`src/rtl/uart_pkg.sv`:
```
// rtl/uart_pkg.sv - shared state encoding, error codes and SOF default for the UART receive path
package uart_pkg;

  typedef enum logic [1:0] {
    ST_HUNT    = 2'd0,
    ST_LEN     = 2'd1,
    ST_PAYLOAD = 2'd2,
    ST_CKSUM   = 2'd3
  } state_e;

  localparam logic [1:0] ERR_NONE    = 2'd0;
  localparam logic [1:0] ERR_LEN     = 2'd1;
  localparam logic [1:0] ERR_CKSUM   = 2'd2;
  localparam logic [1:0] ERR_TIMEOUT = 2'd3;

  localparam logic [7:0] SOF_DEFAULT = 8'hAA;

endpackage

```
`src/rtl/uart_byte_strobe.sv`:
```
// rtl/uart_byte_strobe.sv - RxDone rising-edge detector with captured byte, one strobe per byte
module uart_byte_strobe (
  input  logic       clk_i,
  input  logic       rst_ni,
  input  logic [7:0] rx_data_i,
  input  logic       rx_done_i,
  output logic       strobe_o,
  output logic [7:0] data_o
);

  logic       done_q;
  logic [7:0] data_q;

  // Edge register starts high so a receiver already holding done at reset release is ignored.
  always_ff @(posedge clk_i or negedge rst_ni) begin
    if (!rst_ni) begin
      done_q <= 1'b1;
      data_q <= 8'h00;
    end else begin
      done_q <= rx_done_i;
      if (strobe_o) begin
        data_q <= rx_data_i;
      end
    end
  end

  assign strobe_o = rx_done_i & ~done_q;
  assign data_o   = strobe_o ? rx_data_i : data_q;

endmodule

```
`src/rtl/uart_frame_parser.sv`:
```
// rtl/uart_frame_parser.sv - SOF/LEN/payload frame parser on the RS232 receive byte stream
// Trailing checksum byte and CKSUM state are built only when UART_PARSER_CKSUM_EN is defined.
module uart_frame_parser
  import uart_pkg::*;
#(
  parameter int          MAX_LEN = 16,
  parameter logic [7:0]  SOF     = SOF_DEFAULT,
  parameter logic [31:0] TIMEOUT = 32'd500000,
  parameter int          LW      = $clog2(MAX_LEN + 1)
) (
  input  logic          Clk,
  input  logic          Rst_n,
  input  logic [7:0]    RxData,
  input  logic          RxDone,
  output logic [7:0]    PayloadData,
  output logic          PayloadValid,
  output logic          FrameDone,
  output logic          FrameErr,
  output logic [1:0]    ErrCode,
  output logic [LW-1:0] FrameLen,
  output logic          Busy
);

  localparam logic [7:0]  MAX_LEN_B = 8'(MAX_LEN);
  localparam logic [31:0] TMO_LAST  = TIMEOUT - 32'd1;

  logic       byte_stb;
  logic [7:0] byte_data;

  state_e        state_q, state_d;
  logic [LW-1:0] len_q, len_d;
  logic [LW-1:0] rem_q, rem_d;
  logic [31:0]   tmo_q, tmo_d;

  logic [7:0]    payload_data_q, payload_data_d;
  logic          payload_valid_q, payload_valid_d;
  logic          frame_done_q, frame_done_d;
  logic          frame_err_q, frame_err_d;
  logic [1:0]    err_code_q, err_code_d;
  logic [LW-1:0] frame_len_q, frame_len_d;

  logic len_bad;
  logic last_byte;
  logic timeout_hit;

`ifdef UART_PARSER_CKSUM_EN
  logic [7:0] sum_q, sum_d;
`endif

  uart_byte_strobe u_strobe (
    .clk_i     (Clk),
    .rst_ni    (Rst_n),
    .rx_data_i (RxData),
    .rx_done_i (RxDone),
    .strobe_o  (byte_stb),
    .data_o    (byte_data)
  );

  assign len_bad   = (byte_data == 8'h00) || (byte_data > MAX_LEN_B);
  assign last_byte = (rem_q == LW'(1));
  // An accepted byte in the expiring cycle takes priority over the timeout.
  assign timeout_hit = (state_q != ST_HUNT) && (tmo_q == TMO_LAST) && !byte_stb;

  always_ff @(posedge Clk or negedge Rst_n) begin
    if (!Rst_n) begin
      state_q <= ST_HUNT;
    end else begin
      state_q <= state_d;
    end
  end

  always_comb begin
    state_d = state_q;
    if (timeout_hit) begin
      state_d = ST_HUNT;
    end else if (byte_stb) begin
      case (state_q)
        ST_HUNT:    if (byte_data == SOF) state_d = ST_LEN;
        ST_LEN:     state_d = len_bad ? ST_HUNT : ST_PAYLOAD;
        ST_PAYLOAD: begin
          if (last_byte) begin
`ifdef UART_PARSER_CKSUM_EN
            state_d = ST_CKSUM;
`else
            state_d = ST_HUNT;
`endif
          end
        end
        default:    state_d = ST_HUNT;
      endcase
    end
  end

  always_comb begin
    payload_data_d  = payload_data_q;
    payload_valid_d = 1'b0;
    frame_done_d    = 1'b0;
    frame_err_d     = 1'b0;
    err_code_d      = err_code_q;
    frame_len_d     = frame_len_q;
    if (timeout_hit) begin
      frame_err_d = 1'b1;
      err_code_d  = ERR_TIMEOUT;
      frame_len_d = (state_q == ST_LEN) ? '0 : len_q;
    end else if (byte_stb) begin
      case (state_q)
        ST_LEN: begin
          if (len_bad) begin
            frame_err_d = 1'b1;
            err_code_d  = ERR_LEN;
            frame_len_d = '0;
          end
        end
        ST_PAYLOAD: begin
          payload_valid_d = 1'b1;
          payload_data_d  = byte_data;
`ifndef UART_PARSER_CKSUM_EN
          if (last_byte) begin
            frame_done_d = 1'b1;
            err_code_d   = ERR_NONE;
            frame_len_d  = len_q;
          end
`endif
        end
`ifdef UART_PARSER_CKSUM_EN
        ST_CKSUM: begin
          frame_len_d = len_q;
          if (byte_data == sum_q) begin
            frame_done_d = 1'b1;
            err_code_d   = ERR_NONE;
          end else begin
            frame_err_d = 1'b1;
            err_code_d  = ERR_CKSUM;
          end
        end
`endif
        default: ;
      endcase
    end
  end

  always_comb begin
    len_d = len_q;
    rem_d = rem_q;
    tmo_d = tmo_q + 32'd1;
`ifdef UART_PARSER_CKSUM_EN
    sum_d = sum_q;
`endif
    if (state_q == ST_HUNT || byte_stb) begin
      tmo_d = 32'd0;
    end
    if (byte_stb && !timeout_hit) begin
      case (state_q)
        ST_HUNT: begin
`ifdef UART_PARSER_CKSUM_EN
          if (byte_data == SOF) sum_d = 8'h00;
`endif
        end
        ST_LEN: begin
          if (!len_bad) begin
            len_d = byte_data[LW-1:0];
            rem_d = byte_data[LW-1:0];
`ifdef UART_PARSER_CKSUM_EN
            sum_d = byte_data;
`endif
          end
        end
        ST_PAYLOAD: begin
          rem_d = rem_q - LW'(1);
`ifdef UART_PARSER_CKSUM_EN
          sum_d = sum_q + byte_data;
`endif
        end
        default: ;
      endcase
    end
  end

  always_ff @(posedge Clk or negedge Rst_n) begin
    if (!Rst_n) begin
      len_q <= '0;
      rem_q <= '0;
      tmo_q <= 32'd0;
`ifdef UART_PARSER_CKSUM_EN
      sum_q <= 8'h00;
`endif
      payload_data_q  <= 8'h00;
      payload_valid_q <= 1'b0;
      frame_done_q    <= 1'b0;
      frame_err_q     <= 1'b0;
      err_code_q      <= ERR_NONE;
      frame_len_q     <= '0;
    end else begin
      len_q <= len_d;
      rem_q <= rem_d;
      tmo_q <= tmo_d;
`ifdef UART_PARSER_CKSUM_EN
      sum_q <= sum_d;
`endif
      payload_data_q  <= payload_data_d;
      payload_valid_q <= payload_valid_d;
      frame_done_q    <= frame_done_d;
      frame_err_q     <= frame_err_d;
      err_code_q      <= err_code_d;
      frame_len_q     <= frame_len_d;
    end
  end

  assign PayloadData  = payload_data_q;
  assign PayloadValid = payload_valid_q;
  assign FrameDone    = frame_done_q;
  assign FrameErr     = frame_err_q;
  assign ErrCode      = err_code_q;
  assign FrameLen     = frame_len_q;
  assign Busy         = (state_q != ST_HUNT);

endmodule

```
`config.mk`:
```
export PLATFORM = sky130hd
export DESIGN_NAME = uart_frame_parser
export DESIGN_NICKNAME = d
export VERILOG_FILES = /design/src/rtl/uart_pkg.sv /design/src/rtl/uart_byte_strobe.sv /design/src/rtl/uart_frame_parser.sv
export SDC_FILE = /design/constraint.sdc
export NUM_CORES = 1
export LEC_CHECK = 0
export ABC_AREA = 1
export CAP_MARGIN = 20
export CORE_ASPECT_RATIO = 1.5
export CORE_MARGIN = 4
export CORE_UTILIZATION = 51
export DETAILED_ROUTE_END_ITERATION = 8
export HOLD_SLACK_MARGIN = 0.15
export PLACE_DENSITY = 0.72
export SKIP_CTS_REPAIR_TIMING = 1
export SYNTH_ARGS = -nofsm -noshare
export SYNTH_HDL_FRONTEND = slang
export SYNTH_SLANG_ARGS = --single-unit
```
`constraint.sdc`:
```
create_clock -name Clk -period 1.8 [get_ports Clk]
set_clock_uncertainty 0.1 [all_clocks]
set_input_delay 0.36 -clock Clk [delete_from_list [all_inputs] [get_ports Clk]]
set_output_delay 0.36 -clock Clk [all_outputs]
set_load 0.01 [all_outputs]
```
==> results.txt, run 1 <==
The largest single stage delay on the critical path is 0.58 ns. Dividing the final minimum period by the clock period gives 1.07. The floorplan die height came out at 115 µm. The cell sitting at the root of the clock tree is a sky130_fd_sc_hd__clkbuf_8. The power density normalized to cell area is 622 mW/mm².

Of the total synthesized cell area, the portion taken by XOR and XNOR cells is 0.0292. The number of nets with antenna violations after detailed routing came out at 0. The net load switching power is 896 µW. The post-synthesis adder-cell area fraction came out at 0.00963. Of the total power, the share spent switching nets is 0.273. The number of warning messages in the yosys log is 0. The number of global-route vias before repair is 3806. The maximum number of pins on one net before global-route repair came out at 72. The initialized floorplan defines 38 standard-cell rows. The share of total power dissipated in combinational logic is 0.130.

After synthesis, the largest family of logic cells by area is simple AND/OR/NAND/NOR gates. The leakage dissipation is 2.32 nW. The simple-gate share of the synthesized area is 0.350.

Setup repair after global routing could not meet its margin everywhere. By startpoint and endpoint, the worst setup path is classified as flip-flop to flip-flop. The number of endpoints with negative hold slack in the final report came out at 0.

The share of async-settable or async-resettable flops after synthesis is 1.00. The most used flip-flop cell after synthesis is sky130_fd_sc_hd__dfrtp_1. The H-tree was split into 3 levels. The synthesized cell area came out at 0.00390 mm². The clock sink count is 71. Measured on the finished design, the core utilization comes to 0.720. The first-pass GRT wire length came out at 16900 µm.

The worst slack after detailed placement came out at -0.651 ns. In this run the worst path has a maximum fanout of 7. The total iterations of the first detailed-routing run came out at 5. Clock-pin slew was measured on the worst setup and hold paths at 0.08 ns. The final number of max-transition violations came out at 0. The setup TNS is -1.32 ns.

The biggest area contributor in the post-synthesis netlist is sky130_fd_sc_hd__dfrtp_1. The data arrival at the endpoint of the critical path came out at 2.09 ns. The unique cell type count in the Yosys netlist is 34. The total routing usage reported by global routing came out at 0.241.

Summed over all nets, the half-perimeter wirelength after detailed placement is 7490 µm. Setup slack on the critical path of the routed design comes to -0.125 ns. The final reports fail on setup timing.

The synthesized area divided by synthesized cell count is 7.73 µm². The number of ports placed on the die boundary is 30. In the synthesized netlist, the cells that appear most often are 107 x sky130_fd_sc_hd__nand2_1, 84 x sky130_fd_sc_hd__nor2_1, 70 x sky130_fd_sc_hd__dfrtp_1. The share of the synthesized area in the top cell type came out at 0.450. The number of synthesized flops with an enable pin came out at 0. The net total in the final layout is 619.

Sorting the synthesized cells by area gives the leading types as sky130_fd_sc_hd__dfrtp_1 45%, sky130_fd_sc_hd__nand2_1 10%, sky130_fd_sc_hd__nor2_1 8.1%. The layout-stage area growth over the synthesis result is 35.4%. The largest voltage drop on the vdd net is 492 µV.

The tightest min-delay check is of the primary input to flip-flop type. For the worst-skew pair, the clock arrives at the later sink with an insertion delay of 0.37 ns. The DRC violation total after the first TritonRoute iteration came out at 191. Synthesis inferred 71 register bits.

The synthesized netlist cell count is 504. The routed via count is 3766. In the final routed layout, each cell accounts on average for 15.3 µm. Cell internal power was estimated by the tool at 2.38 mW.

In the routed design, unresolved DRC markers number 0. The starting density of the core is 0.532. The cell that appears most often on the critical path is sky130_fd_sc_hd__nor2_4. The die width is 79.4 µm. The portion of the post-synthesis area used by sequential elements is 0.456.

TritonCTS built the clock tree. The relative slew slack came out at 0.722. The clock buffer count from CTS is 9. The kind of start point of the critical path is a flip-flop. The maximum frequency from static timing analysis came out at 520 MHz.

The total of max-cap violations is 0. The slew at the pin with the worst max-slew slack is 0.416 ns. The critical path's slowest cell is sky130_fd_sc_hd__dfstp_2. The data required time of the critical path is 1.97 ns. The routed wire length came out at 10800 µm. In the routed layout, each cell is associated on average with a via count of 5.30. The run finished, with violations left. The initial antenna violation count came out at 0.

The clock passes through at most 2 buffers. The sequential share of power is 0.509. The count of buffers added on input and output ports is 29. The number of nets handed over by synthesis was 518. The final number of setup-violating endpoints came out at 18. The number of antenna repair diodes is 0.

Subtracting the final worst setup slack from the clock period gives 1.92 ns. The worst setup path is captured at a flip-flop. Of the total power, the clock network draws 0.362. The compound-gate portion of the synthesized area was 0.0809. The placeable core area is 0.00732 mm². The multiplexer area fraction after synthesis came out at 0.

The critical path goes through nor2_2 > buf_6 > o21ai_2 > nand2_2 > nor2_4 > nand3_4 > nor2_4 > nand2_4 > nand3_2 > nand2_1. The remaining global-route overflow came out at 0. The die covers 0.00913 mm². Routability-driven placement finished with a final weighted congestion of 0.963. The most frequent cell after synthesis is sky130_fd_sc_hd__nand2_1. The fraction of final layout cells sized beyond drive strength 1 came out at 0.287.
[worst paths after layout]
kind,from,to,slack [ns],depth (start not counted)
max in group asynchronous,Rst_n,tmo_q[2],0.82,3
min in group asynchronous,Rst_n,PayloadData[6],0.47,3
hold / removal,RxDone,u_strobe.done_q,0.19,1
setup / recovery,u_strobe.done_q,rem_q[3],-0.12,10
hold reg to reg,FrameLen[0],FrameLen[0],0.38,2
setup reg to reg,u_strobe.done_q,rem_q[3],-0.12,10
[layer usage]
metal / global-route usage / part of all wire / vias to the layer above
met5: 0 / 0 / -
met4: 0.153 / 0.049 / 0
met3: 0.0549 / 0.032 / 42
met2: 0.427 / 0.55 / 103
met1: 0.254 / 0.37 / 1789
li1: - / - / 1832
[placed cells by master, fill, tap and decap left out, types with 2 or more instances in the layout]
cell type                         netlist  layout
sky130_fd_sc_hd__a21oi_1               15      13
sky130_fd_sc_hd__a21oi_2                0       2
sky130_fd_sc_hd__buf_4                  1      61
sky130_fd_sc_hd__buf_6                  2       4
sky130_fd_sc_hd__clkbuf_1               5       2
sky130_fd_sc_hd__clkbuf_8               0      11
sky130_fd_sc_hd__clkdlybuf4s50_1        0      26
sky130_fd_sc_hd__clkinv_2               0       2
sky130_fd_sc_hd__dfrtp_1               70      65
sky130_fd_sc_hd__dfrtp_2                0       5
sky130_fd_sc_hd__dlymetal6s2s_1         0       2
sky130_fd_sc_hd__ha_1                   3       2
sky130_fd_sc_hd__inv_1                 57      57
sky130_fd_sc_hd__inv_2                  6       5
sky130_fd_sc_hd__nand2_1              107     101
sky130_fd_sc_hd__nand2_2               10      12
sky130_fd_sc_hd__nand2_4                1       5
sky130_fd_sc_hd__nand2_8                0       2
sky130_fd_sc_hd__nand3_1               31      22
sky130_fd_sc_hd__nand3_2                7      12
sky130_fd_sc_hd__nand3_4                1       5
sky130_fd_sc_hd__nand4_1               21      21
sky130_fd_sc_hd__nor2_1                84      71
sky130_fd_sc_hd__nor2_2                 4      11
sky130_fd_sc_hd__nor2_4                 4      10
sky130_fd_sc_hd__nor3_1                15       7
sky130_fd_sc_hd__nor3_2                 2       9
sky130_fd_sc_hd__nor4_1                 4       4
sky130_fd_sc_hd__o21ai_0               18      18
sky130_fd_sc_hd__o21ai_1                7       5
sky130_fd_sc_hd__o21ai_2                8      10
sky130_fd_sc_hd__xnor2_1                2       2
sky130_fd_sc_hd__xor2_1                11      11
[critical path, delay by kind of cell (launching register included)]
| family | cells | cell delay (ns) |
|---|---|---|
| compound gates | 1 | 0.13 |
| flops | 1 | 0.58 |
| buf+inv | 1 | 0.12 |
| simple gates | 8 | 0.88 |
[flip-flops by register name, summed over array words and instances (netlist names), 2 cells and up]
name / cells
u_strobe.data_q: 8
PayloadData: 8
tmo_q: 32
rem_q: 5
len_q: 5
FrameLen: 5
ErrCode: 2
state_q: 2
[power by group through the flow]
| stage | combinational, mW | sequential, mW | clock [mW] |
|---|---|---|---|
| floorplan | 0.200 | 1.69 | 0 |
| global placement | 0.374 | 1.69 | 0 |
| detailed placement | 0.386 | 1.69 | 0 |
| CTS | 0.390 | 1.66 | 1.20 |
| global route | 0.470 | 1.67 | 1.27 |
| finish | 0.425 | 1.67 | 1.19 |
[cell type report]
| cell class | count | area, µm² |
|---|---|---|
| fillers | 580 | 2050 |
| repair buffers | 96 | 823 |
| multi-input cells | 363 | 2120 |
| well taps | 100 | 125 |
| clock inverters | 3 | 17.5 |
| inverters | 64 | 245 |
| clock buffers | 13 | 159 |
| flip-flops and latches | 71 | 1780 |
[logic make-up after synthesis]
family,count (synthesis)
flip-flops,71
XOR/XNOR,13
adder cells (fa/ha/maj),3
AND/OR/NAND/NOR,292
AO/OA/AOI/OAI,53
buffers and inverters,72
[metrics by stage]
step / instances / hold slack [ns] / power [mW] / area [µm²]
CTS: 699 / -0.0825 / 3.25 / 4890
global route: 710 / 0.198 / 3.42 / 5280
finish: 710 / 0.189 / 3.28 / 5280
floorplan: 504 / -0.0356 / 1.89 / 3900
detailed placement: 683 / 0.314 / 2.08 / 4710
global placement: 683 / 0.310 / 2.07 / 4710
Power figures use the tool's default switching activity.
==> run 2, diff against run 1 <==
- ABC_CLOCK_PERIOD_IN_PS: not set -> 1800
==> results of run 2 <==
Final layout, timing and power as in run 1 (identical DEF).
==> run 3, diff against run 2 <==
- CTS_CLUSTER_SIZE: not set -> 12
- PLACE_DENSITY: 0.72 -> not set
- PLACE_DENSITY_LB_ADDON: not set -> 0.05
==> results.txt, run 3 (synthesis results as in run 1) <==
The fraction of final layout cells sized beyond drive strength 1 came out at 0.281 (-0.00604). The number of ports placed on the die boundary is 30 (unchanged). By startpoint and endpoint, the worst setup path is classified as flip-flop to flip-flop. The power density normalized to cell area is 652 mW/mm² (+4.9%).

The mean routed wirelength per cell came out at 15.1 µm (-1.4%). The total routing usage reported by global routing came out at 0.247 (+0.00598). The total iterations of the first detailed-routing run is 4 (-1).

The area growth from synthesis to layout is 37.7%. The slew at the pin with the worst max-slew slack is 0.566 ns (+0.150 ns). The data arrival at the endpoint of the critical path came to 2.07 ns (-0.02 ns). The maximum buffer depth of the clock tree is 2 (unchanged).

The time the final worst path needs with I/O delays and setup is 1.91 ns (-0.0166 ns). The remaining routing DRC violations came to 0 (unchanged). The kind of start point of the critical path is a flip-flop. The tree is rooted in a sky130_fd_sc_hd__clkbuf_8.

The number of nets with antenna violations after detailed routing is 0 (unchanged). The number of vias per cell after detailed routing was 5.23 (-1.4%). The clock slew at the register clock pins of the worst setup and hold paths came out at 0.07 ns (about the same).

The highest net fanout along the worst path is 7 (unchanged). The largest voltage drop on the vdd net is 524 µV (+6.3%). The final number of max-transition violations is 0 (unchanged).

Leaving out fill and tap cells, the most frequent cells in the layout are 100 x sky130_fd_sc_hd__nand2_1, 74 x sky130_fd_sc_hd__nor2_1, 69 x sky130_fd_sc_hd__dfrtp_1. The data required time of the critical path came out at 1.96 ns (about the same). The maximum frequency from static timing analysis is 524 MHz (+0.87%). The kind of capture point of the worst setup path is a flip-flop. The net total in the final layout came out at 626 (+1.1%). The maximum number of pins on one net before global-route repair came out at 29 (-60%). The total of max-cap violations came out at 0 (unchanged). The final instance area is 0.00537 mm² (+1.7%).

The routed wire length was 10800 µm (-0.59%). The relative slew slack was 0.623 (-0.0992). The library cell used most frequently in the layout, excluding fill and tap cells, is sky130_fd_sc_hd__nand2_1. The flow ran to the end, but the final reports show violations. The fraction of the cycle the final worst path needs is 1.06 (-0.00921).

The checks that failed: setup timing. The clock buffer count from CTS is 9 (unchanged). The clock sink count is 71 (unchanged). The DRC violation total after the first TritonRoute iteration is 249 (+30%). The post-DP HPWL was 8000 µm (+6.8%). The routed via count is 3743 (-0.61%).

TritonCTS built the clock tree. The site row count is 38 (unchanged). The final number of setup-violating endpoints came out at 16 (-2).

The floorplan die height came to 115 µm (unchanged). In this run the worst hold path is classified as primary input to flip-flop. The placeable core area is 0.00732 mm² (unchanged).

The placed instance area is 0.00481 mm² (+2.0%). The starting density of the core is 0.532 (unchanged). The final RePlAce weighted congestion came out at 0.975 (+1.3%). The insertion delay of the later-clocked pin in the worst-skew pair was 0.37 ns (about the same). The die area is 0.00913 mm² (unchanged).

The post-layout worst setup margin is -0.108 ns (+0.0166 ns). The initial antenna violation count came to 0 (unchanged). The register bank with the most flops is tmo_q. Setup repair after global routing could not meet its margin everywhere. The quantity of I/O buffers inserted on ports is 29 (unchanged). The number of flip-flops under the largest register name is 32 (unchanged). The die width is 79.4 µm (unchanged).

The filler-free cell count of the finished design came out at 716 (+0.85%). The remaining global-route overflow came out at 0 (unchanged). The first-pass GRT wire length is 17200 µm (+1.5%). The leakage dissipation was 2.44 nW (+4.8%). The H-tree depth came out at 3 (unchanged).

The total placed cells including tap cells is 694 (+1.6%). The number of endpoints with negative hold slack in the final report is 0 (unchanged). The number of global-route vias before repair came out at 3777 (-0.76%). The number of antenna repair diodes is 0 (unchanged).
==> run 3: cell types whose count changed in the layout (fill, tap and decap cells not counted), sizes merged <==
cell           previous run  this run
clkinvlp                  1         0
dlymetal6s2s              2         3
bufinv                    0         2
clkdlybuf4s50            26        25
buf                      67        74
clkbuf                   13        11
==> run 3: critical path, stage by stage (launching register included) <==
cell and delay [ns]:
sky130_fd_sc_hd__dfstp_2 0.57, sky130_fd_sc_hd__inv_4 0.08, sky130_fd_sc_hd__nand3_1 0.10, sky130_fd_sc_hd__nand2_2 0.08, sky130_fd_sc_hd__nor2_4 0.12, sky130_fd_sc_hd__nand2_1 0.09, sky130_fd_sc_hd__nand2_2 0.08, sky130_fd_sc_hd__nand3_4 0.09
sky130_fd_sc_hd__nor2_4 0.23, sky130_fd_sc_hd__nand2_4 0.15, sky130_fd_sc_hd__nand3_2 0.08, sky130_fd_sc_hd__nand2_1 0.04
==> run 3: final timing paths <==
kind | cells after the start | startpoint | slack (ns) | endpoint
setup / recovery | 11 | u_strobe.done_q | -0.11 | rem_q[3]
hold / removal | 2 | RxDone | 0.36 | u_strobe.done_q
setup reg to reg | 11 | u_strobe.done_q | -0.11 | rem_q[3]
hold reg to reg | 2 | FrameLen[3] | 0.38 | FrameLen[3]
max in group asynchronous | 3 | Rst_n | 0.64 | ErrCode[0]
min in group asynchronous | 2 | Rst_n | 0.42 | u_strobe.data_q[6]
==> run 3: final cells by class <==
| class | instances | area (µm²) |
|---|---|---|
| repair buffers | 103 | 891 |
| well taps | 100 | 125 |
| clock buffers | 11 | 141 |
| multi-input cells | 363 | 2120 |
| clock inverters | 4 | 70.1 |
| flip-flops and latches | 71 | 1780 |
| fillers | 601 | 1960 |
| inverters | 64 | 243 |
==> run 3: metal layers <==
metal	wire (µm)	track usage	up-vias
met1	3960	0.253	1772
met3	363	0.0376	42
met4	591	0.158	0
met2	5860	0.458	87
met5	0	0	-
li1	-	-	1842
==> run 3: stage by stage <==
step / total power, mW / util / hold slack (ns) / setup TNS, ns / setup WS (ns)
5_1_grt: 3.64 / 0.733 / 0.365 / -3.76 / -0.194
2_1_floorplan: 1.89 / - / -0.0356 / -0.0131 / -0.0126
3_3_place_gp: 2.07 / 0.657 / 0.271 / -17.10 / -0.528
4_1_cts: 3.49 / 0.686 / -0.112 / -3.45 / -0.246
6_report: 3.50 / 0.733 / 0.361 / -1.16 / -0.108
3_5_place_dp: 2.08 / 0.657 / 0.282 / -18.93 / -0.602
==> run 3: power breakdown <==
group | leakage [nW] | switching [mW] | internal (mW) | total [mW]
sequential | 0.971 | 0.0276 | 1.64 | 1.66
clock | 0.109 | 0.605 | 0.806 | 1.41
combinational | 1.36 | 0.250 | 0.176 | 0.426
total | 2.44 | 0.882 | 2.62 | 3.50
